**src/rtl/rr_grant_sequencer_if.sv**
```systemverilog
// Grant bus between requesters and the round-robin grant sequencer.
// The master side drives requests and the release strobe. The slave side,
// which is the arbiter, returns the registered grant, the index and the timeout pulse.
interface rr_grant_sequencer_if;
    logic [7:0] req;        // level-sensitive request lines, bit i = requester i
    logic       done;       // owner release strobe
    logic       gnt_valid;  // grant active, gnt_idx valid while high
    logic [2:0] gnt_idx;    // binary index of the granted requester
    logic       timeout;    // one-cycle pulse: grant revoked by the hold limit

    modport master (
        output req,
        output done,
        input  gnt_valid,
        input  gnt_idx,
        input  timeout
    );

    modport slave (
        input  req,
        input  done,
        output gnt_valid,
        output gnt_idx,
        output timeout
    );
endinterface

```
**src/rtl/rr_grant_sequencer.sv**
```systemverilog
// Round-robin grant sequencer for 8 requesters.
// The grant index and the valid strobe drive a downstream 3-to-8 one-hot decoder.
// The owner keeps a grant until it pulses done, drops its request, or reaches the
// optional hold limit. Each grant is followed by one forced IDLE cycle. That cycle
// gives break-before-make on the decoded one-hot lines.
module rr_grant_sequencer #(
    parameter int HOLD_MAX = 16,  // max grant length in cycles; 0 = unlimited
    // Derived width of the hold counter. Do not override.
    parameter int HOLD_W   = (HOLD_MAX > 0) ? $clog2(HOLD_MAX + 1) : 1
) (
    input  logic                 clk,
    input  logic                 rst,
    rr_grant_sequencer_if.slave  bus
);

    typedef enum logic {
        S_IDLE  = 1'b0,
        S_GRANT = 1'b1
    } state_t;

    // Counter value at which the grant has been held for HOLD_MAX cycles.
    localparam logic [HOLD_W-1:0] HOLD_LAST =
        (HOLD_MAX > 0) ? HOLD_W'(HOLD_MAX - 1) : '0;
    localparam logic [HOLD_W-1:0] HOLD_SAT  = {HOLD_W{1'b1}};

    state_t            r_state;
    logic              r_gnt_valid;
    logic [2:0]        r_gnt_idx;
    logic              r_timeout;
    logic [HOLD_W-1:0] r_hold_cnt;
    logic [2:0]        r_last_idx;  // last granted index; lowest priority in the next search

    logic [2:0]        w_sel;
    logic [2:0]        w_cand;
    logic              w_any_req;
    logic              w_owner_rel;
    logic              w_limit;
    logic              w_release;

    // Round-robin pick: the first set request after r_last_idx, with wrap-around.
    // NOTE: every variable assigned in always_comb gets a default on entry. A path
    // that leaves one unassigned would infer a latch.
    always_comb begin
        w_sel  = r_last_idx;
        w_cand = r_last_idx;
        // Scan from the farthest offset to the nearest. The nearest set bit is
        // written last, so it wins. Offset 8 wraps back to r_last_idx, which
        // therefore has the lowest priority.
        for (int off = 8; off >= 1; off--) begin
            w_cand = r_last_idx + 3'(off);
            if (bus.req[w_cand]) begin
                w_sel = w_cand;
            end
        end
    end

    // Release conditions while in GRANT: owner release, or the hold limit.
    always_comb begin
        w_any_req   = |bus.req;
        w_owner_rel = bus.done || !bus.req[r_gnt_idx];
        w_limit     = (HOLD_MAX != 0) && (r_hold_cnt == HOLD_LAST);
        w_release   = w_owner_rel || w_limit;
    end

    // IDLE/GRANT state machine. All outputs are registered here.
    // NOTE: sequential state uses non-blocking assignments only. All registers
    // then update together on the edge, and no register sees another's new value.
    always_ff @(posedge clk) begin
        if (rst) begin
            r_state     <= S_IDLE;
            r_gnt_valid <= 1'b0;
            r_gnt_idx   <= 3'd0;
            r_timeout   <= 1'b0;
            r_hold_cnt  <= '0;
            r_last_idx  <= 3'd7;  // so the first search starts at requester 0
        end else begin
            r_timeout <= 1'b0;
            case (r_state)
                S_IDLE: begin
                    // done is ignored here. Only a pending request matters.
                    if (w_any_req) begin
                        r_state     <= S_GRANT;
                        r_gnt_valid <= 1'b1;
                        r_gnt_idx   <= w_sel;
                        r_last_idx  <= w_sel;
                        r_hold_cnt  <= '0;
                    end
                end
                S_GRANT: begin
                    if (w_release) begin
                        // Return to IDLE for a mandatory gap cycle. gnt_idx keeps its value.
                        r_state     <= S_IDLE;
                        r_gnt_valid <= 1'b0;
                        // Pulse timeout only when the hold limit alone ended the grant.
                        r_timeout   <= w_limit && !w_owner_rel;
                    end else if (r_hold_cnt != HOLD_SAT) begin
                        r_hold_cnt <= r_hold_cnt + HOLD_W'(1);
                    end
                end
                default: begin
                    r_state     <= S_IDLE;
                    r_gnt_valid <= 1'b0;
                end
            endcase
        end
    end

    assign bus.gnt_valid = r_gnt_valid;
    assign bus.gnt_idx   = r_gnt_idx;
    assign bus.timeout   = r_timeout;

endmodule

```
**src/flat_wrapper.sv**
```systemverilog
// flat-port wrapper written by rule: the top's interface ports become plain ports
module rr_grant_sequencer_flat 
#(
    parameter int HOLD_MAX = 16,                                              
                                                          
    parameter int HOLD_W   = (HOLD_MAX > 0) ? $clog2(HOLD_MAX + 1) : 1
)
  (clk, rst, bus_req, bus_done, bus_gnt_valid, bus_gnt_idx, bus_timeout);
  rr_grant_sequencer_if bus_i ();
  input  logic clk;
  input  logic rst;
  input wire logic [$bits(bus_i.req)-1:0] bus_req;
  input wire logic [$bits(bus_i.done)-1:0] bus_done;
  output wire logic [$bits(bus_i.gnt_valid)-1:0] bus_gnt_valid;
  output wire logic [$bits(bus_i.gnt_idx)-1:0] bus_gnt_idx;
  output wire logic [$bits(bus_i.timeout)-1:0] bus_timeout;
  assign bus_i.req = bus_req;
  assign bus_i.done = bus_done;
  assign bus_gnt_valid = bus_i.gnt_valid;
  assign bus_gnt_idx = bus_i.gnt_idx;
  assign bus_timeout = bus_i.timeout;
  rr_grant_sequencer #(.HOLD_MAX(HOLD_MAX), .HOLD_W(HOLD_W)) u_core (.clk(clk), .rst(rst), .bus(bus_i));
endmodule
```
**config.mk**
```make
export PLATFORM = sky130hd
export DESIGN_NAME = rr_grant_sequencer_flat
export DESIGN_NICKNAME = d
export VERILOG_FILES = /design/src/rtl/rr_grant_sequencer_if.sv /design/src/rtl/rr_grant_sequencer.sv /design/src/flat_wrapper.sv
export SDC_FILE = /design/constraint.sdc
export NUM_CORES = 1
export LEC_CHECK = 0
export CORE_AREA = 3 3 64 66
export DETAILED_ROUTE_END_ITERATION = 16
export DIE_AREA = 0 0 67 69
export GPL_TIMING_DRIVEN = 1
export HOLD_SLACK_MARGIN = 0.02
export PLACE_DENSITY = 0.67
export SYNTH_ARGS = -nofsm -noshare
export SYNTH_HDL_FRONTEND = slang
export SYNTH_SLANG_ARGS = --single-unit
```
**constraint.sdc**
```tcl
create_clock -name clk -period 3.3 [get_ports clk]
set_clock_uncertainty 0.2 [all_clocks]
set_input_delay 0.99 -clock clk [delete_from_list [all_inputs] [get_ports clk]]
set_output_delay 0.99 -clock clk [all_outputs]
set_load 0.01 [all_outputs]
```
==> impl_metrics.toml <==
[synthesis]
yosys.area.top_type_share = 0.195
yosysSeqAreaShare = 0.195
ys.flop_type = "dfxtp_1"
syn-num-nets = 164
synth_largest_area_cell = "dfxtp_1"
synth_edf_count = 0
yosysUniqueCellTypes = 51
yosysMostFrequentCell = "dfxtp_1"
yosys_warnings = 0
yosys_register_bits = 14
syn_area_per_cell_um2 = 9.70
ys_top_cells_by_area = "dfxtp_1 20%, mux4_2 19%, mux2i_1 4.9%"
syn_inst = 148
synth_top_cells_by_count = "14 x dfxtp_1, 12 x mux4_2, 10 x a21oi_1, 10 x nand2_1, 8 x nor2_1"
ys_async_sr_fraction = 0
syn_area_um2 = 1440

[drt]
wl_per_cell_um = 17.1
num_vias = 1352
drc = 0
firstDrtPassIters = 4
viasPerCell = 5.80
wl_um = 3990
postRouteAntennaNets = 0
drt_iter0_drc = 77

[placed_design]
pre_cts_ws_ns = -0.278
placed_area_um2 = 1780
dp_hpwl_um = 3060
port_buffers = 15
gp_congestion = 0.932

[setup_path]
worst_setup_path_end_kind = "register"
crit_type = "in2reg"
start_kind = "input pin"
crit_path_max_fanout = 6
arrival_ns = 3.21
critPathRequiredTime_ns = 3.24

[clocking]
postCtsHoldBufs = 0
clkTransAtPathRegs_ns = 0.06
cts_inserted_buffers = 3
clock_latency_ns = 0.25
root_buffer = "clkbuf_8"
cts_tree = "yes"
htreeDepth = 1
cts_sinks = 14
cts_buffer_depth = 2

[die]
rows = 22
start_util = 0.395
die_h_um = 69
die_area_um2 = 4620
die_width_um = 67
io_pins = 16
core_um2 = 3630

[power_and_ir_drop]
clockPowerShare = 0.098
p_int_uw = 983
switching_share = 0.435
p_seq_frac = 0.140
ir_drop_mv = 0.451
p_comb_frac = 0.762
p_sw_uw = 758
power_leakage_uw = 0.000762
powerDensity_nw_per_um2 = 938
power_uw = 1740

[global_route]
antenna_found_initial = 0
gr-usage-all-layers = 0.185
grt_start_max_net_pins = 16
grt_pass1_vias = 1468
grt_pass1_wl_um = 6710
overflow = 0

[sta]
worst_pin_slew_ns = 0.449
worst_slack_ns = 0.0314
hold_viol = 0
drv_slew = 0
fmax_mhz = 306
period_needed_ns = 3.27
post-route-period-util = 0.990
rsz0062_at_grt = "yes"
slew-limit-headroom = 0.700
hold_ws_ns = 0.279
setup_viol = 0

[layout]
seq_area_um2 = 280
finalInstanceArea_um2 = 1860
multiInputGateArea_um2 = 1070
fill_cells = 347
syn_to_final_growth_pct = 29.4
fin_util = 0.511
antenna_cells = 0
nets = 202
drive_gt1_frac = 0.308

[min_path]
hold_class = "reg2reg"

[status]
outcome = "complete, no violations"

[run]
cap_violations = 0
==> layout by cell type (no fill, tap or decap), types with 2 or more instances in the layout <==
cell type        count
mux2i_2              3
nand2_1             10
dfxtp_1             14
o21ai_0              2
a31oi_1              2
dlymetal6s2s_1       3
mux2_1               2
clkdlybuf4s50_1     12
or3b_1               2
nor2_1               8
inv_1                7
a21oi_1             10
mux2_2               2
buf_4               27
mux4_2              12
xor2_1               2
mux2i_1              6
a22oi_1              3
nor4_1               2
nand3_1              3
a21oi_2              2
and3_1               3
a311o_1              2
ha_1                 5
clkbuf_8             4
a211oi_1             2
xnor2_1              3
nor3b_1              2
o221ai_1             3
a21o_1               2
or3_1                2
nor3_1               4
==> worst max-delay path, stage by stage <==
cell,delay (ns)
clkdlybuf4s50_1,0.52
mux4_2,0.59
mux2_2,0.29
a21oi_1,0.22
o22ai_1,0.14
mux2i_1,0.14
a311o_1,0.31
==> kinds of logic (layout without fill, tap and decap cells) <==
| group | after synthesis | after routing | synth area share |
|---|---|---|---|
| mux | 26 | 26 | 0.303 |
| compound gates | 39 | 39 | 0.201 |
| fa+ha+maj | 5 | 5 | 0.0436 |
| xor+xnor | 6 | 6 | 0.0419 |
| flops | 14 | 14 | 0.195 |
| simple gates | 41 | 41 | 0.154 |
| buf+inv | 17 | 54 | 0.0610 |
==> final timing paths <==
check,endpoint,depth (start not counted),slack (ns),from
setup / recovery,u_core.bus.gnt_idx[0]$_SDFFE_PP0P_,7,0.03,bus_req[6]
hold / removal,u_core.r_hold_cnt[4]$_SDFFE_PP0P_,2,0.28,u_core.r_hold_cnt[4]$_SDFFE_PP0P_
setup reg to reg,u_core.bus.gnt_idx[0]$_SDFFE_PP0P_,8,0.41,u_core.r_last_idx[0]$_SDFFE_PP1P_
hold reg to reg,u_core.r_hold_cnt[4]$_SDFFE_PP0P_,2,0.28,u_core.r_hold_cnt[4]$_SDFFE_PP0P_
==> stage by stage <==
stage / std cells / TNS, ns
2_1_floorplan: 148 / 0
3_3_place_gp: 228 / -0.423
3_5_place_dp: 228 / -1.01
4_1_cts: 232 / 0
5_1_grt: 233 / -0.0109
6_report: 233 / 0
==> power groups by stage <==
stage	combinational [uW]	clock, uW	sequential, uW
after global placement	1250	0	247
after floorplan	927	0	239
final	1330	171	244
after detailed placement	1290	0	247
after CTS	1300	176	244
after global routing	1430	185	250
==> state kept, by name, summed over array words and instances, names as in the netlist <==
name,count
u_core.r_hold_cnt,5
u_core.bus.gnt_idx,3
u_core.r_last_idx,3
u_core.bus.gnt_valid,1
u_core.bus.timeout,1
u_core.r_state,1
==> routing by layer <==
metal  vias up  part of all wire  track usage  routed length (um)
met5         -                 0            0                   0
met3         0             0.036       0.0244                 143
met1       667              0.44        0.238                1750
met4         0                 0       0.0676                   0
met2        32              0.53        0.308                2100
li1        653                 -            -                   -
==> cell type report <==
type                       count  area share
multi-input combinational    117       0.577
clock buffer                   4      0.0296
sequential                    14       0.151
timing repair buffer          42       0.194
inverter                       8      0.0162
tap                           48      0.0323
==> timing repair <==
item,CTS,global route
buffers inserted,0,1
endpoints found under the setup margin,0,3
gates resized for setup,0,4
No activity file was read; power rests on OpenSTA's default activity.
